$ cat config.mk
export PLATFORM = sky130hd
export DESIGN_NAME = rx_dwidth_conv
export DESIGN_NICKNAME = d
export VERILOG_FILES = /design/src/rtl/rifl_pkg.sv /design/src/rtl/rx_dwidth_conv.sv
export SDC_FILE = /design/constraint.sdc
export NUM_CORES = 1
export LEC_CHECK = 0
export CAP_MARGIN = 30
export CORE_MARGIN = 5
export CORE_UTILIZATION = 50
export CTS_BUF_LIST = sky130_fd_sc_hd__clkbuf_8 sky130_fd_sc_hd__clkbuf_16
export DETAILED_ROUTE_END_ITERATION = 12
export GPL_TIMING_DRIVEN = 0
export PLACE_DENSITY = 0.78
export SLEW_MARGIN = 10
export SYNTH_ARGS = -nofsm -noshare
export SYNTH_HDL_FRONTEND = slang
export SYNTH_SLANG_ARGS = --single-unit
export TNS_END_PERCENT = 50
$ cat constraint.sdc
create_clock -name clk -period 4.1 [get_ports clk]
set_clock_uncertainty 0.05 [all_clocks]
set_input_delay 0.82 -clock clk [delete_from_list [all_inputs] [get_ports clk]]
set_output_delay 0.82 -clock clk [all_outputs]
set_load 0.02 [all_outputs]
$ cat src/rtl/rifl_pkg.sv
// Shared types for the RIFL receive path.
// Holds the width-converter state encoding and error counter width.
package rifl_pkg;

   typedef enum logic {
      SYNC  = 1'b0,
      ACCUM = 1'b1
   } dwc_state_e;

   localparam int ERR_CNT_W = 16;

endpackage

$ cat src/rtl/rx_dwidth_conv.sv
// RX width converter: packs MSB-lane-first narrow beats into wide words.
// Optional saturating error counter under RIFL_RX_DWC_ERR_CNT_EN.
module rx_dwidth_conv
   import rifl_pkg::*;
#(
   parameter int DWIDTH_IN  = 64,
   parameter int DWIDTH_OUT = 256
) (
   input  logic                  clk,
   input  logic                  rst_n,
   input  logic [DWIDTH_IN-1:0]  din,
   input  logic                  din_vld,
   input  logic                  sof_in,
   output logic [DWIDTH_OUT-1:0] dout,
   output logic                  dout_vld,
   output logic                  sof_err,
   output logic [ERR_CNT_W-1:0]  err_cnt
);

   localparam int RATIO     = DWIDTH_OUT / DWIDTH_IN;
   localparam int CNT_WIDTH = (RATIO > 1) ? $clog2(RATIO) : 1;
   localparam logic [CNT_WIDTH-1:0] LAST = CNT_WIDTH'(RATIO - 1);

   dwc_state_e            state, state_n;
   logic [CNT_WIDTH-1:0]  cnt, cnt_n;
   logic [DWIDTH_OUT-1:0] acc, acc_n;
   logic [DWIDTH_OUT-1:0] word, lane;
   logic                  start, append, load, err;

   // Next-state decode: alignment, lane append, completion and framing errors
   always_comb begin
      state_n = state;
      cnt_n   = cnt;
      acc_n   = acc;
      start   = 1'b0;
      append  = 1'b0;
      load    = 1'b0;
      err     = 1'b0;
      lane    = DWIDTH_OUT'(din);
      word    = (acc << DWIDTH_IN) | lane;
      if (din_vld) begin
         unique case (state)
            SYNC: begin
               if (sof_in) begin
                  start = 1'b1;
               end else if (RATIO == 1) begin
                  err = 1'b1;
               end
            end
            ACCUM: begin
               if (sof_in) begin
                  start = 1'b1;
                  err   = (cnt != '0);
               end else if (cnt == '0) begin
                  err     = 1'b1;
                  state_n = SYNC;
               end else begin
                  append = 1'b1;
               end
            end
         endcase
      end
      if (start) begin
         state_n = ACCUM;
         if (RATIO == 1) begin
            load  = 1'b1;
            word  = lane;
            cnt_n = '0;
         end else begin
            acc_n = lane;
            cnt_n = CNT_WIDTH'(1);
         end
      end
      if (append) begin
         acc_n = word;
         if (cnt == LAST) begin
            load  = 1'b1;
            cnt_n = '0;
         end else begin
            cnt_n = cnt + CNT_WIDTH'(1);
         end
      end
   end

   // State, accumulator and registered output pulses
   always_ff @(posedge clk or negedge rst_n) begin
      if (!rst_n) begin
         state    <= SYNC;
         cnt      <= '0;
         acc      <= '0;
         dout     <= '0;
         dout_vld <= 1'b0;
         sof_err  <= 1'b0;
      end else begin
         state    <= state_n;
         cnt      <= cnt_n;
         acc      <= acc_n;
         dout_vld <= load;
         sof_err  <= err;
         if (load) begin
            dout <= word;
         end
      end
   end

`ifdef RIFL_RX_DWC_ERR_CNT_EN
   // Saturating count of framing errors
   always_ff @(posedge clk or negedge rst_n) begin
      if (!rst_n) begin
         err_cnt <= '0;
      end else if (err && (err_cnt != '1)) begin
         err_cnt <= err_cnt + ERR_CNT_W'(1);
      end
   end
`else
   assign err_cnt = '0;
`endif

endmodule

=== After elaboration in Yosys (flattened, before gate mapping) ===
Index checks and enable logic that the tools add are counted.

* Memories: 0
* Output and inout bits: 274
* Bits in writable memories: 0
* ROM bits: 0
* Word-level logic and storage cells: 34
* Input bits: 68
* Flip-flop bits (word level): 453
* Latch bits: 0

* Bitwise gates (word level): 1
* Multiply operators: 0
* Equal/unequal tests: 1
* Reduce and logical (&&, ||, !) cells: 4
* Multiplexer cells: 21
* Order comparisons: 0
* Div/mod/pow operators: 0
* Add/sub/neg operators: 1
* Shift operators: 0

{| class="wikitable"
|+ Operator list
! operator !! number
|-
| $mux 192 || 2
|-
| $or 256x64->256 || 1
|-
| $mux 1 || 16
|-
| $mux 2 || 3
|-
| $reduce_bool 2->1 || 3
|-
| $add 2x1->2 const B || 1
|-
| $eq 2x2->1 const B || 1
|-
| $logic_not 2->1 || 1
|}

=== Logic depth before layout (Yosys ltp) ===
Gate-level depths: netlist (run 1).

* Depth after elaboration: 6
* Gate-level depth with buffers: 10
* Depth with buffers taken out: 8

=== Least setup slack after synthesis (run 1) ===
OpenSTA, ideal clock, no wires.

* Path type: input port to flip-flop
* Start point: in sof_in
* End point: reg acc[23]
* Library setup time: 0.125 ns
* Data required time: 3.925 ns
* Buffers on the path: 2
* Stages on the path: 7
* Path slack: 1.959 ns
* Data arrival time: 1.966 ns
* Cell sequence: inv_1 ha_1 nand2_1 a21o_1 buf_4 buf_6 mux2_4

* Longest elaborated chain between the ends: 4
* Elaborated cells between the ends (all ways): 7
* Those cells by class: mux (6); reduce/logical (1)

{| class="wikitable"
|+ Ends and longest elaborated chain
! item !! line !! text
|-
| from (decl) || rx_dwidth_conv.sv:13 || <nowiki>input logic sof_in,</nowiki>
|-
| $mux 1 || rx_dwidth_conv.sv:51 || <nowiki>if (sof_in) begin</nowiki>
|-
| $mux 1 || rx_dwidth_conv.sv:42 || <nowiki>unique case (state)</nowiki>
|-
| $mux 1 || rx_dwidth_conv.sv:41 || <nowiki>if (din_vld) begin</nowiki>
|-
| $mux 192 or $reduce_bool 2->1 (tied branches) || n/a ||
|-
| to (signal assigned) || rx_dwidth_conv.sv:97 || <nowiki>acc <= acc_n;</nowiki>
|-
| to (decl) || rx_dwidth_conv.sv:26 || <nowiki>logic [DWIDTH_OUT-1:0] acc, acc_n;</nowiki>
|}

Parallel ways exist; a longest one is shown, timed or not.
A chain may end at the register's enable or synchronous reset.

=== Worst setup path in the final report (run 1) ===
* Start point: in sof_in
* End point: reg dout[180]

* Longest elaborated chain between the ends: 4

{| class="wikitable"
|+ Ends and longest elaborated chain
! item !! line !! text
|-
| $mux 1 || rx_dwidth_conv.sv:51 ||
|-
| $mux 1 || rx_dwidth_conv.sv:42 ||
|-
| $mux 1 || rx_dwidth_conv.sv:41 ||
|-
| $mux 1 || rx_dwidth_conv.sv:74 || <nowiki>if (append) begin</nowiki>
|-
| to (signal assigned) || rx_dwidth_conv.sv:101 || <nowiki>dout <= word;</nowiki>
|-
| to (decl) || rx_dwidth_conv.sv:14 || <nowiki>output logic [DWIDTH_OUT-1:0] dout,</nowiki>
|}

Every way passes these cells.

==> results of run 1 <==
[worst max-delay path: stages]
cell and delay (ns):
clkdlybuf4s50_1 0.48, inv_1 0.08, ha_1 0.21, nand4_1 0.21, clkbuf_1 0.71, clkbuf_1 0.55
nand2_1 0.15, nand2_1 0.10
[cell type report]
type / instances / area [sq um] / share of cell area [%]
multi-input cells: 992 / 5050 / 22.6
flip-flops and latches: 453 / 11300 / 50.6
well taps: 448 / 561 / 2.50
clock inverters: 21 / 196 / 0.877
repair buffers: 329 / 3350 / 15.0
plain buffers: 107 / 552 / 2.46
inverters: 6 / 22.5 / 0.101
clock buffers: 58 / 1330 / 5.93
[cell usage in the layout (no fill, tap or decap)]
master and count:
nand2_1 771, dfrtp_1 453, clkdlybuf4s50_1 324, a22o_1 129, clkbuf_16 47, clkbuf_1 43, mux2_4 40, buf_2 39
mux2_2 23, buf_4 17, conb_1 16, inv_1 15, clkbuf_8 11, buf_6 6, clkinv_2 6, ha_1 4
bufinv_16 4, buf_1 3, buf_16 3, nor2_1 2, nand4_1 1, clkinv_1 1, and3_1 1, mux2i_1 1
o22ai_1 1, a21o_1 1, mux2_1 1, o21ai_0 1, inv_6 1, buf_8 1
[path summary, 6_finish.rpt]
path / from / end / slack, ns / cells after the start
max reg2reg: cnt[0] / dout[180] / 1.38 / 9
max: sof_in / dout[180] / 1.19 / 8
min in group clk: dout[216] / dout[216] / 0.42 / 2
min reg2reg: dout[216] / dout[216] / 0.42 / 2
min: rst_n / dout[55] / 0.28 / 1
max in group asynchronous: rst_n / dout[149] / 2.12 / 3
[layer usage]
metal | vias to the layer above | wire length, um | GRT usage [%]
li1 | 5733 | - | -
met1 | 6237 | 18800 | 31.7
met2 | 356 | 22100 | 40.1
met3 | 82 | 2950 | 5.63
met4 | 2 | 1310 | 6.95
met5 | - | 7 | 0
[logic make-up (layout without fill, tap and decap cells)]
kind of cell,count (synthesis),count (layout)
AND/OR/NAND/NOR,775,775
flip-flops,453,453
AO/OA/AOI/OAI,132,132
buffers and inverters,113,521
multiplexers,65,65
adder cells (fa/ha/maj),4,4
other,1,16
[report_power, final]
group / switching [mW] / leakage, nW / internal (mW)
Clock: 1.65 / 0.796 / 2.52
Sequential: 1.05 / 5.90 / 6.04
Combinational: 2.98 / 4.78 / 2.65
[state kept, by name, summed over array words and instances (netlist names)]
name and count:
dout 256, acc 192, cnt 2, dout_vld 1, sof_err 1, state 1
==> reports/qor.yml, run 1 <==
grt:
  grt_max_degree: 118
  grt_pass1_wl_mm: 73.5
  grt_usage_pct: 23.9
  first_global_vias: 13065
  grt-ovfl-total: 0
  antenna_found_initial: 1
die:
  io-pin-count: 342
  fp.dieW_um: 194
  rows: 67
  die_area_sq_um: 37600
  initial_core_util_pct: 50.5
  core_sq_um: 33400
  die_h_um: 194
logic_synthesis:
  muxShareOfSynthArea_pct: 5.21
  synth_top_cell_by_area: "dfrtp_1"
  syn-cell-area_sq_um: 16900
  yosys.area_share.simple_pct: 17.2
  synth.cells.most_frequent: "nand2_1, dfrtp_1, a22o_1"
  synth_top_family_by_area: "simple AND/OR/NAND/NOR gates"
  yosysMostFrequentCell: "nand2_1"
  synth_fa_ha_area_share_pct: 0.296
  ys.flop_type: "dfrtp_1"
  postSynthCellCount: 1543
  ys_seq_area_share_pct: 67.0
  yosys_warnings: 0
  syn_avg_cell_area_sq_um: 11.0
  synth_compound_area_share_pct: 6.79
  ys_ff_latch: 453
  synth-xor-area-share_pct: 0
  synthTopCellsByArea: "dfrtp_1, nand2_1, a22o_1"
  async_flop_share_pct: 100
  ys_types: 22
  yosys.area.top_type_share_pct: 67.0
  synth_edf_count: 0
placed_design:
  placedCellCount: 2335
  post-place-ws_ns: 0.584
  place.gp.congestion: 0.805
  dp_hpwl_mm: 31.7
  io_buffers: 325
  place_area_sq_um: 20900
timing:
  fmax_ghz: 0.344
  setup_viol: 0
  period_share_pct: 70.9
  rsz0062_at_grt: "no"
  hold_slack_ns: 0.277
  min_period_ns: 2.91
  drv_slew: 0
  hold_viol: 0
  slew_headroom_pct: 40.4
  worst_pin_slew_ns: 0.894
  fin_tns_setup_ns: 0
  finalWorstSetupSlack_ns: 1.19
clock_network:
  ctsLongestPathBuffers: 3
  cts_sinks: 453
  cts_tree: "built"
  clk_pin_slew_ns: 0.06
  cts_made_buffers: 45
  clk_latency_ns: 0.53
  clock-root-buffer: "clkbuf_16"
  ctsHoldBuffers: 0
  h-tree-depth: 2
  cts_resized: 0
  cts_setup_buffers: 0
routing:
  initialDrtViolationCount: 847
  routedWlPerCell_um: 18.7
  vias: 12410
  drtPass1Iterations: 5
  finalWirelength_mm: 45.2
  drtAntennaViolNets: 0
  drc: 0
  via_per_inst: 5.14
final_layout:
  post_route_cells_drive_above_1_share_pct: 10.1
  fin_util_pct: 67.0
  n_antenna_cell: 0
  final_cell_area_sq_um: 22400
  layout-area-overhead-vs-synth_pct: 32.5
  final_cells: 2414
  layout.nets: 2006
  n_fill_cell: 2474
pwr:
  peakVddDrop_v: 0.000467
  power_mw: 16.9
  power.density_nw_per_um2: 753
  p_leak_nw: 11.5
worst_setup_path:
  critPathArrivalTime_ns: 3.32
  required_ns: 4.51
  cp-end-kind: "register"
  start_kind: "primary input"
  cp_max_fo: 10
  crit_type: "primary input to register"
outcome:
  status: "complete, no violations"
hold_path:
  min_path_type: "primary input to async pin"
run:
  cap_violations: 0
Note: power is estimated with default switching activity, not from simulation.
==> run 2, diff against run 1 <==
clock period = 2.7 ns   (was 4.1 ns; I/O delays follow)
==> run 2 against run 1 <==
  * Sequential share of layout area barely moved
  * Die area did not move
  * Final cell count did not move
  * Sequential power rose by 52%
  * The flow now finishes with violations (hold timing)
  * Core utilization barely moved
  * Critical endpoint is now dout[83]
  * Cell area barely moved
  * Flip-flop and latch count did not move
==> reports/qor.yml, run 2 (same netlist as run 1, synthesis figures left out) <==
clock_network:
  clock-root-buffer: "clkbuf_16"  # unchanged
  clk_latency_ns: 0.53  # about the same
  cts_made_buffers: 45  # unchanged
  cts_sinks: 453  # unchanged
  clk_pin_slew_ns: 0.06  # about the same
  ctsLongestPathBuffers: 3  # unchanged
  h-tree-depth: 2  # unchanged
  cts_setup_buffers: 0  # unchanged
  cts_tree: "built"  # unchanged
timing:
  drv_slew: 0  # unchanged
  hold_slack_ns: -0.00259  # was 0.277 ns
  worst_pin_slew_ns: 0.861  # was 0.894 ns
  rsz0062_at_grt: "yes"  # was no
  fmax_ghz: 0.407
  slew_headroom_pct: 42.6  # was 40.4%
  setup_viol: 0  # unchanged
  fin_tns_setup_ns: 0  # unchanged
  hold_viol: 2  # was 0
  min_period_ns: 2.46
  period_share_pct: 91.1
routing:
  initialDrtViolationCount: 846  # was 847
  routedWlPerCell_um: 18.7  # about the same
  drtAntennaViolNets: 0  # unchanged
  drc: 0  # unchanged
  finalWirelength_mm: 45.2  # about the same
  vias: 12425  # was 12,410
  drtPass1Iterations: 5  # unchanged
  via_per_inst: 5.15  # was 5.14
hold_path:
  min_path_type: "primary input to async pin"  # unchanged
pwr:
  p_leak_nw: 11.5  # about the same
  peakVddDrop_v: 0.000710  # was 0.000467 V
  power.density_nw_per_um2: 1140  # was 753 nW/um^2
grt:
  grt_max_degree: 118  # unchanged
  first_global_vias: 13065  # unchanged
  grt_usage_pct: 23.9  # unchanged
  grt-ovfl-total: 0  # unchanged
  grt_pass1_wl_mm: 73.5  # unchanged
  antenna_found_initial: 1  # unchanged
worst_setup_path:
  path_delay_family: "buffers and inverters"  # unchanged
  path_buf_inv: 5  # was 4
  crit_type: "register to register"  # was primary input to register
  cp-end-kind: "register"  # unchanged
  crit_slowest_cell: "clkbuf_1"  # unchanged
  required_ns: 3.12  # was 4.51 ns
  start_kind: "register"  # was primary input
  cp_max_fo: 10  # unchanged
  cp_cell_sequence: "inv_1 > ha_1 > inv_1 > ha_1 > nand4_1 > clkinv_1 > buf_2 > clkbuf_1 > nand2_1 > nand2_1"  # was clkdlybuf4s50_1 > inv_1 > ha_1 > nand4_1 > clkbuf_1 > clkbuf_1 > nand2_1 > nand2_1
  critPathArrivalTime_ns: 2.88  # was 3.32 ns
  slowest_delay_ns: 0.46  # was 0.71 ns
final_layout:
  largestRegisters: "dout: 256 flops, acc: 192 flops, cnt: 2 flops"  # unchanged
  n_fill_cell: 2474  # unchanged
  multi_input_area_sq_um: 5050  # unchanged
  fin_util_pct: 67.0  # about the same
  seq_area_sq_um: 11300  # unchanged
  post_route_cells_drive_above_1_share_pct: 10.3  # was 10.1%
  largest_reg_flops: 256  # unchanged
  n_antenna_cell: 0  # unchanged
  top_register: "dout"  # unchanged
  layout.nets: 2006  # unchanged
  layout_commonest_cell: "nand2_1"  # unchanged
  mostFrequentLayoutCells: "nand2_1, dfrtp_1, clkdlybuf4s50_1"  # unchanged
  layout-area-overhead-vs-synth_pct: 32.5  # about the same
run:
  cap_violations: 0  # unchanged
die:
  rows: 67  # unchanged
  io-pin-count: 342  # unchanged
  die_area_sq_um: 37600  # unchanged
  die_h_um: 194  # unchanged
  core_sq_um: 33400  # unchanged
  initial_core_util_pct: 50.5  # unchanged
  fp.dieW_um: 194  # unchanged
outcome:
  status: "complete, but fails checks"  # was complete, no violations
  violations: "hold timing"
placed_design:
  place.gp.congestion: 0.805  # unchanged
  io_buffers: 325  # unchanged
  dp_hpwl_mm: 31.7  # unchanged
-- run 2: per-layer routing --
| metal | wire length [um] | vias to the layer above | global-route usage [%] |
|---|---|---|---|
| met5 | 7 | - | 0 |
| met4 | 1330 | 2 | 6.95 |
| met3 | 2900 | 84 | 5.63 |
| met2 | 22100 | 354 | 40.1 |
| met1 | 18900 | 6250 | 31.7 |
| li1 | - | 5735 | - |
-- run 2: layout make-up --
cell class / count / area share [%]
Inverter: 6 / 0.101
Sequential cell: 453 / 50.6
Clock inverter: 21 / 0.877
Clock buffer: 58 / 5.93
Timing Repair Buffer: 329 / 15.0
Multi-Input combinational cell: 992 / 22.6
Buffer: 107 / 2.49
Tap cell: 448 / 2.50
-- run 2: power by group --
part,internal [mW],switching (mW)
registers,9.17,1.59
clock network,3.82,2.52
logic,4.02,4.52
total,17.0,8.63
-- run 2: final timing paths --
kind                       depth (start not counted)  slack, ns        end       from
setup reg to reg                                  10       0.24   dout[83]     cnt[0]
hold reg to reg                                    2       0.42  dout[216]  dout[216]
min in group clk                                   2       0.42  dout[216]  dout[216]
setup / recovery                                  10       0.24   dout[83]     cnt[0]
hold / removal                                     1     -0.003   dout[55]      rst_n
max in group asynchronous                          3       1.00  dout[149]      rst_n
-- run 2: per-stage QoR --
stage          power, mW  setup slack, ns  area (sq um)  std cells
6_report            25.6            0.240         22400       2414
5_1_grt             27.0          -0.0112         22400       2414
4_1_cts             25.8           0.0817         22400       2414
3_5_place_dp        19.4           -0.536         20900       2335
3_3_place_gp        19.1           -18.06         20800       2331
2_1_floorplan       14.9            0.816         17000       1558
-- run 2: timing repair --
action	CTS	global route
gates resized for setup	2	4
setup endpoints to repair	49	24
pin swaps	0	0
hold buffers	0	0
